File: src/rtl/row_hamming_enc_tx.sv
// row_hamming_enc_tx
//   Buffers 8-bit binary row addresses in a small FIFO, Gray-codes and
//   Hamming-encodes each into a 12-bit row code, and drives it onto the row
//   bus with a 4-phase valid/ack handshake. Supports one-shot single-bit
//   error injection, ack-timeout recovery and status counters.
// Ports:
//   clk, reset          single clock, synchronous active-high reset
//   row_in, row_we      row address and write strobe (ignored when full)
//   row_full            FIFO holds FIFO_DEPTH entries
//   inj_en, inj_bit     arm injection of bit inj_bit into the next code
//   code_out, code_valid, code_ack   row-bus 4-phase handshake
//   busy                FSM active or FIFO not empty
//   sent_cnt            acknowledged codes (wraps)
//   timeout_cnt         abandoned codes (saturates)
//   drop_cnt            refused writes (saturates)
module row_hamming_enc_tx #(
  parameter int unsigned FIFO_DEPTH  = 4,
  parameter int unsigned ACK_TIMEOUT = 255
) (
  input  logic        clk,
  input  logic        reset,
  input  logic [7:0]  row_in,
  input  logic        row_we,
  output logic        row_full,
  input  logic        inj_en,
  input  logic [3:0]  inj_bit,
  output logic [11:0] code_out,
  output logic        code_valid,
  input  logic        code_ack,
  output logic        busy,
  output logic [15:0] sent_cnt,
  output logic [7:0]  timeout_cnt,
  output logic [7:0]  drop_cnt
);

  localparam int unsigned AW = (FIFO_DEPTH > 1) ? $clog2(FIFO_DEPTH) : 1;
  localparam int unsigned CW = AW + 1;

  localparam logic [1:0] S_IDLE    = 2'd0;
  localparam logic [1:0] S_DRIVE   = 2'd1;
  localparam logic [1:0] S_RELEASE = 2'd2;

  logic [7:0]    mem_q [FIFO_DEPTH];
  logic [AW-1:0] wr_ptr_q, wr_ptr_d;
  logic [AW-1:0] rd_ptr_q, rd_ptr_d;
  logic [CW-1:0] count_q, count_d;
  logic [1:0]    state_q, state_d;
  logic [11:0]   code_q, code_d;
  logic          valid_q, valid_d;
  logic [7:0]    tmo_q, tmo_d;
  logic          inj_armed_q, inj_armed_d;
  logic [3:0]    inj_idx_q, inj_idx_d;
  logic [15:0]   sent_q, sent_d;
  logic [7:0]    tcnt_q, tcnt_d;
  logic [7:0]    drop_q, drop_d;
  logic          push, pop, full;
  logic [11:0]   enc;

  function automatic logic [11:0] encode(input logic [7:0] b);
    logic [7:0]  g;
    logic [11:0] c;
    g     = b ^ (b >> 1);
    c     = '0;
    c[2]  = g[0];
    c[4]  = g[1];
    c[5]  = g[2];
    c[11] = g[3];
    c[8]  = g[4];
    c[9]  = g[5];
    c[10] = g[6];
    c[6]  = g[7];
    c[0]  = c[2] ^ c[4] ^ c[6] ^ c[8] ^ c[10];
    c[1]  = c[2] ^ c[5] ^ c[6] ^ c[9] ^ c[10];
    c[3]  = c[4] ^ c[5] ^ c[6] ^ c[11];
    c[7]  = c[8] ^ c[9] ^ c[10] ^ c[11];
    return c;
  endfunction

  assign full = (count_q == CW'(FIFO_DEPTH));
  // A full FIFO refuses the write even if the FSM pops in the same cycle.
  assign push = row_we && !full;

  always_comb begin
    state_d     = state_q;
    code_d      = code_q;
    valid_d     = valid_q;
    tmo_d       = tmo_q;
    inj_armed_d = inj_armed_q;
    inj_idx_d   = inj_idx_q;
    sent_d      = sent_q;
    tcnt_d      = tcnt_q;
    drop_d      = drop_q;
    pop         = 1'b0;
    enc         = encode(mem_q[rd_ptr_q]);
    if (inj_armed_q && (inj_idx_q < 4'd12)) begin
      enc = enc ^ (12'd1 << inj_idx_q);
    end

    case (state_q)
      S_IDLE: begin
        if (count_q != '0) begin
          pop         = 1'b1;
          code_d      = enc;
          valid_d     = 1'b1;
          tmo_d       = '0;
          inj_armed_d = 1'b0;
          state_d     = S_DRIVE;
        end
      end
      S_DRIVE: begin
        if (code_ack) begin
          valid_d = 1'b0;
          sent_d  = sent_q + 16'd1;
          state_d = S_RELEASE;
        end else if (tmo_q == 8'(ACK_TIMEOUT - 1)) begin
          valid_d = 1'b0;
          if (tcnt_q != 8'hFF) tcnt_d = tcnt_q + 8'd1;
          state_d = S_RELEASE;
        end else begin
          tmo_d = tmo_q + 8'd1;
        end
      end
      S_RELEASE: begin
        if (!code_ack) state_d = S_IDLE;
      end
      default: state_d = S_IDLE;
    endcase

    // A pulse on the load cycle arms for the following load, not this one.
    if (inj_en) begin
      inj_armed_d = 1'b1;
      inj_idx_d   = inj_bit;
    end

    if (row_we && full && (drop_q != 8'hFF)) drop_d = drop_q + 8'd1;

    wr_ptr_d = push ? wr_ptr_q + 1'b1 : wr_ptr_q;
    rd_ptr_d = pop  ? rd_ptr_q + 1'b1 : rd_ptr_q;
    count_d  = count_q;
    if (push && !pop)      count_d = count_q + 1'b1;
    else if (!push && pop) count_d = count_q - 1'b1;
  end

  always_ff @(posedge clk) begin
    if (push) mem_q[wr_ptr_q] <= row_in;
  end

  always_ff @(posedge clk) begin
    if (reset) begin
      wr_ptr_q    <= '0;
      rd_ptr_q    <= '0;
      count_q     <= '0;
      state_q     <= S_IDLE;
      code_q      <= '0;
      valid_q     <= 1'b0;
      tmo_q       <= '0;
      inj_armed_q <= 1'b0;
      inj_idx_q   <= '0;
      sent_q      <= '0;
      tcnt_q      <= '0;
      drop_q      <= '0;
    end else begin
      wr_ptr_q    <= wr_ptr_d;
      rd_ptr_q    <= rd_ptr_d;
      count_q     <= count_d;
      state_q     <= state_d;
      code_q      <= code_d;
      valid_q     <= valid_d;
      tmo_q       <= tmo_d;
      inj_armed_q <= inj_armed_d;
      inj_idx_q   <= inj_idx_d;
      sent_q      <= sent_d;
      tcnt_q      <= tcnt_d;
      drop_q      <= drop_d;
    end
  end

  assign row_full    = full;
  assign code_out    = code_q;
  assign code_valid  = valid_q;
  assign busy        = (state_q != S_IDLE) || (count_q != '0);
  assign sent_cnt    = sent_q;
  assign timeout_cnt = tcnt_q;
  assign drop_cnt    = drop_q;

endmodule

File: config.mk
export PLATFORM = sky130hd
export DESIGN_NAME = row_hamming_enc_tx
export DESIGN_NICKNAME = d
export VERILOG_FILES = /design/src/rtl/row_hamming_enc_tx.sv
export SDC_FILE = /design/constraint.sdc
export NUM_CORES = 1
export LEC_CHECK = 0
export CORE_ASPECT_RATIO = 0.8
export CORE_MARGIN = 1
export CORE_UTILIZATION = 58
export DETAILED_ROUTE_END_ITERATION = 10
export GPL_TIMING_DRIVEN = 0
export PLACE_DENSITY = 0.91
export RECOVER_POWER = 50
export SLEW_MARGIN = 30
export SYNTH_ARGS = -nofsm -noshare
export SYNTH_HDL_FRONTEND = slang
export SYNTH_SLANG_ARGS = --single-unit
File: constraint.sdc
create_clock -name clk -period 4.9 [get_ports clk]
set_input_delay 0.98 -clock clk [delete_from_list [all_inputs] [get_ports clk]]
set_output_delay 0.98 -clock clk [all_outputs]
set_load 0.02 [all_outputs]
Word level (Yosys, flattened, before mapping)

Memories as Yosys holds them, arrays and structs flattened. A register that Yosys moved wholly into a read port is not among the register bits.
Index checks and enable logic that the tools add are counted.

Bits in registers: 67
Bits of input ports: 17
Word-level logic and storage cells: 100
Output and inout port bits: 47
Memories kept: 1
Bits in writable memories: 32

Memory list:

| name  | depth | width | rd ports | clocked after Yosys merged registers in | write ports | RTL line | RTL |
|---|---|---|---|---|---|---|---|
| mem_q | 4     | 8     | 1        | 1                                       | 1           | 43       | `logic [7:0] mem_q [FIFO_DEPTH];` |

Bitwise operators: 17
Equality and inequality tests: 11
$add $sub $neg: 8
Magnitude comparators: 1
Shift-type cells: 1
Mux-type cells: 25
Reduce and logical (&&, ||, !) cells: 24

Operator list:

| cell                                             | number |
|---|---|
| adder 8 x 1 -> 8 bit, second input constant      | 3 |
| 2-to-1 mux 8 bit                                 | 3 |
| adder 16 x 1 -> 16 bit, second input constant    | 1 |
| != test 8 bit, second input constant             | 2 |
| case mux 8 bit (2 select lines)                  | 1 |
| XOR 1 bit                                        | 14 |
| 2-to-1 mux 12 bit                                | 1 |
| 2-to-1 mux 2 bit                                 | 6 |
| left shift 1 x 4 -> 12 bit, first input constant | 1 |
| XOR 12 bit                                       | 1 |
| 2-to-1 mux 1 bit                                 | 10 |
| nonzero test 2 bit                               | 5 |
| == test 8 bit, second input constant             | 1 |
| != test 2 bit, second input constant             | 4 |
| AND reduction 4 bit                              | 2 |
| XOR 8 x 7 -> 8 bit                               | 1 |
| logical AND 1 bit                                | 6 |
| 2-to-1 mux 3 bit                                 | 2 |
| case mux 2 bit (3 select lines)                  | 1 |
| AND reduction 2 bit                              | 3 |
| AND reduction 3 bit                              | 2 |
| adder 2 x 1 -> 2 bit, second input constant      | 2 |
| < comparator 4 bit, second input constant        | 1 |
| adder 3 x 1 -> 3 bit, second input constant      | 1 |
| 11 further kinds                                 | 13 |

Depth between registers and ports, before layout

Word-level depth: 7
Mapped depth: 10

Least setup slack after synthesis

OpenSTA, ideal clock, no wires.

Kind: input port to flip-flop
Start point: input row_we
End point: register count_q[2]
Stages on the path: 8
Data arrival time: 2.490 ns
Path slack: 2.339 ns
Library setup time: 0.070 ns
Required time: 4.830 ns
Buffers on the path: 1
Cells stage by stage: nor2b_1 -> clkbuf_1 -> ha_1 -> inv_1 -> fa_1 -> xor2_1 -> or3_1 -> a21oi_1

Longest elaborated chain between the ends: 4
Elaborated cells on any way between the ends: 6

RTL lines:

| what                         | RTL line | RTL |
|---|---|---|
| from (decl)                  | 23       | `input logic row_we,` |
| logical AND 1 bit *          | 81       | `assign push = row_we && !full;` |
| net push                     | 56       | `logic push, pop, full;` |
| zero test 1 bit              | 141      | `else if (!push && pop) count_d = count_q - 1'b1;` |
| logical AND 1 bit            | 141      |  |
| nonzero test 2 bit (no line) | n/a      |  |
| to (signal assigned)         | 165      | `count_q <= count_d;` |
| to (decl)                    | 46       | `logic [CW-1:0] count_q, count_d;` |

The timed path passes the listed nets; every way through them passes the cells marked *.
A chain may end at the register's enable or synchronous reset.

Worst setup path after layout

Ends and elaborated chain as after synthesis.

==> results.py <==
metrics = {
    "critical_path": {
        "crit_path_end_kind": "flop",
        "cp_cell_sequence": "dlygate4sd3_1, nor2b_1, clkbuf_1, ha_1, inv_1, fa_1, xor2_1, or3_1, a21oi_1",
        "timing.rr.start": "count_q[0]$_SDFFE_PP0P_",
        "arrival_ns": 3.26,
        "cp_top_family": "buffers and inverters",
        "startpoint_type": "input port",
        "crit_buf_inv": 3,
        "cp.required_ns": 5.20,
        "cpPeakStageDelay_ns": 0.56,
        "startpoint": "row_we",
        "setup.worst_path.class": "input port to flop",
        "crit_fanout": 7,
        "slowest_stage": "dlygate4sd3_1",
    },
    "route": {
        "drc_errors": 0,
        "vias_per_cell": 5.483,
        "drt_iter0_markers": 142,
        "drtAntennaViolNets": 0,
        "vias": 3279,
        "dr.pass1.iters": 4,
        "totalWireLength_um": 9056,
        "post_drt_wl_per_cell_um": 15.14,
    },
    "power": {
        "design_power_total_w": 0.002529,
        "vdd_drop_max_uv": 264.2,
        "p_per_area_mw_per_mm2": 471.0,
        "p_leak_nw": 1.941,
    },
    "floorplan": {
        "ios": 64,
        "rows": 28,
        "die_w_um": 99.76,
        "start_util_pct": 59.99,
        "die_y_um": 80.21,
        "coreArea_sq_mm": 0.007392,
        "dieArea_sq_mm": 0.008001,
    },
    "global_route": {
        "antenna_found_initial": 0,
        "globalRouteOverflowTotal": 0,
        "grt_max_degree": 19,
        "grt_pass1_vias": 3120,
        "track_usage_pct": 23.86,
        "grt_pass1_wl_um": 14660,
    },
    "place": {
        "gp_congestion": 0.8438,
        "place_ws_ns": 1.670,
        "port_buffers": 61,
        "dpl-instance-area_sq_mm": 0.005176,
        "dp_hpwl_um": 6460,
    },
    "sta": {
        "slew-limit-headroom_pct": 42.60,
        "worst_pin_slew_ns": 0.8544,
        "fin_setup_tns_ns": 0,
        "period_minus_slack_ns": 2.959,
        "clock.fmax_ghz": 0.3379,
        "setup_viol": 0,
        "fin_worst_skew_ns": 0.01371,
        "period_share_pct": 60.40,
        "rsz0062_at_grt": "no",
        "hold_viol_final": 0,
        "setup_ws_ns": 1.941,
        "drv_slew": 0,
    },
    "layout": {
        "multi_input_area_sq_mm": 0.001981,
        "seq_area_sq_mm": 0.002342,
        "final_common_cell": "dfxtp_1",
        "area_growth_pct": 21.08,
        "antenna_cells": 0,
        "fillerInstances": 509,
        "final_area_sq_mm": 0.005369,
        "drive_gt1_share_pct": 5.882,
        "fin_nets": 516,
        "most-common-layout-cells": "dfxtp_1 (69), nor2_1 (62), clkdlybuf4s50_1 (44)",
    },
    "cts": {
        "numCtsBuffers": 9,
        "clk_path_buf_depth": 2,
        "root_buffer": "clkbuf_8",
        "clock_latency_ns": 0.36,
        "cts_resized": 0,
        "postCtsSetupBuffers": 0,
        "cts_sinks": 101,
        "hold_buffers": 0,
        "clkTransAtPathRegs_ns": 0.10,
        "htree_levels": 3,
        "cts_tree": "built",
    },
    "synthesis": {
        "synth_area_per_cell_sq_um": 10.66,
        "synth-edff-count": 32,
        "synthArstFlopShare_pct": 0,
        "dominantRegCellSynth": "dfxtp_1",
        "synthCells": 416,
        "syn-num-nets": 444,
        "synthDistinctLibCells": 41,
        "yosysWarnings": 0,
        "yosysSeqAreaShare_pct": 52.82,
        "syn_area_sq_mm": 0.004434,
        "ys_ff_latch": 101,
    },
    "hold_path": {
        "hp-class": "flop to flop",
        "min-delay-start": "code_out[2]$_SDFFE_PP0P_",
    },
    "run_status": {
        "status": "finished, final reports clean",
    },
    "job": {
        "maxCapViolations": 0,
    },
}
[cells in the mapped netlist, drive strengths merged (2+ instances only)]
master  instances  area share (%)
xnor2          34             6.9
or3             4            0.56
nand2          28             2.4
mux2i           8             1.8
dfxtp          69              31
a21oi          19             2.1
clkbuf         11            0.96
and2            5            0.71
and3           11             1.6
xor2           31             6.1
nand2b          2            0.28
nor2           63             5.4
o211a           2            0.45
o21ai          10             1.1
or3b            2            0.45
a211oi          2            0.34
nor3            9             1.3
inv             8            0.68
mux4            8             4.1
nand3b          5            0.85
edfxtp         32              22
nand4          11             1.6
ha             10             2.8
buf             5            0.82
nor2b           2            0.28
nand3          17             1.9
[layer usage]
layer / GRT usage (%) / part of all wire [%]
met2: 40.41 / 51
met4: 7.647 / 1.4
met3: 6.179 / 4.0
met1: 29.94 / 44
met5: 0 / 0
[power breakdown]
group / switching, W / total [W] / internal, W
combinational: 0.000517 / 0.000933 / 0.000417
sequential: 0.0000699 / 0.00105 / 0.000977
clock: 0.000302 / 0.000549 / 0.000246
[worst min-delay path, delay by kind of cell, from the launching register on]
kind            cells  cell delay (ns)
flops               1             0.32
simple gates        1             0.05
compound gates      1             0.05
[worst paths after layout]
kind	slack, ns	end	cells past startpoint
max	1.94	count_q[2]$_SDFFE_PP0P_	9
min	0.46	code_out[2]$_SDFFE_PP0P_	2
max reg2reg	2.05	count_q[2]$_SDFFE_PP0P_	10
min reg2reg	0.46	code_out[2]$_SDFFE_PP0P_	2
[registers in the layout (all words and copies together), names as in the netlist, named ones only]
| name | flops |
|---|---|
| mem_q | 32 |
| code_valid | 1 |
| tmo_q | 8 |
| rd_ptr_q | 2 |
| sent_cnt | 16 |
| wr_ptr_q | 2 |
| code_out | 12 |
| timeout_cnt | 8 |
| count_q | 3 |
| inj_armed_q | 1 |
| inj_idx_q | 4 |
| drop_cnt | 8 |
| state_q | 2 |
[cell type report]
type                    instances  share of cell area [%]
repair buffers                 61                   11.37
clock buffers                  10                   2.377
flip-flops and latches        101                   43.63
plain buffers                  16                   1.282
inverters                       8                  0.5593
well taps                     105                   2.447
multi-input cells             291                   36.89
clock inverters                 6                   1.445
[through the flow]
| step | hold slack (ns) | cells | util, % |
|---|---|---|---|
| floorplan | 0.4669 | 416 | - |
| global placement | 0.4412 | 582 | 70.02 |
| detailed placement | 0.4514 | 582 | 70.02 |
| CTS | 0.4624 | 598 | 72.80 |
| global route | 0.4930 | 598 | 72.63 |
| finish | 0.4600 | 598 | 72.63 |
[cell families after synthesis]
logic type | synth area share [%]
xor+xnor | 13.01
mux | 5.869
simple gates | 17.92
compound gates | 4.656
fa+ha+maj | 3.273
buf+inv | 2.455
flops | 52.82
No activity file was read; power rests on OpenSTA's default activity.
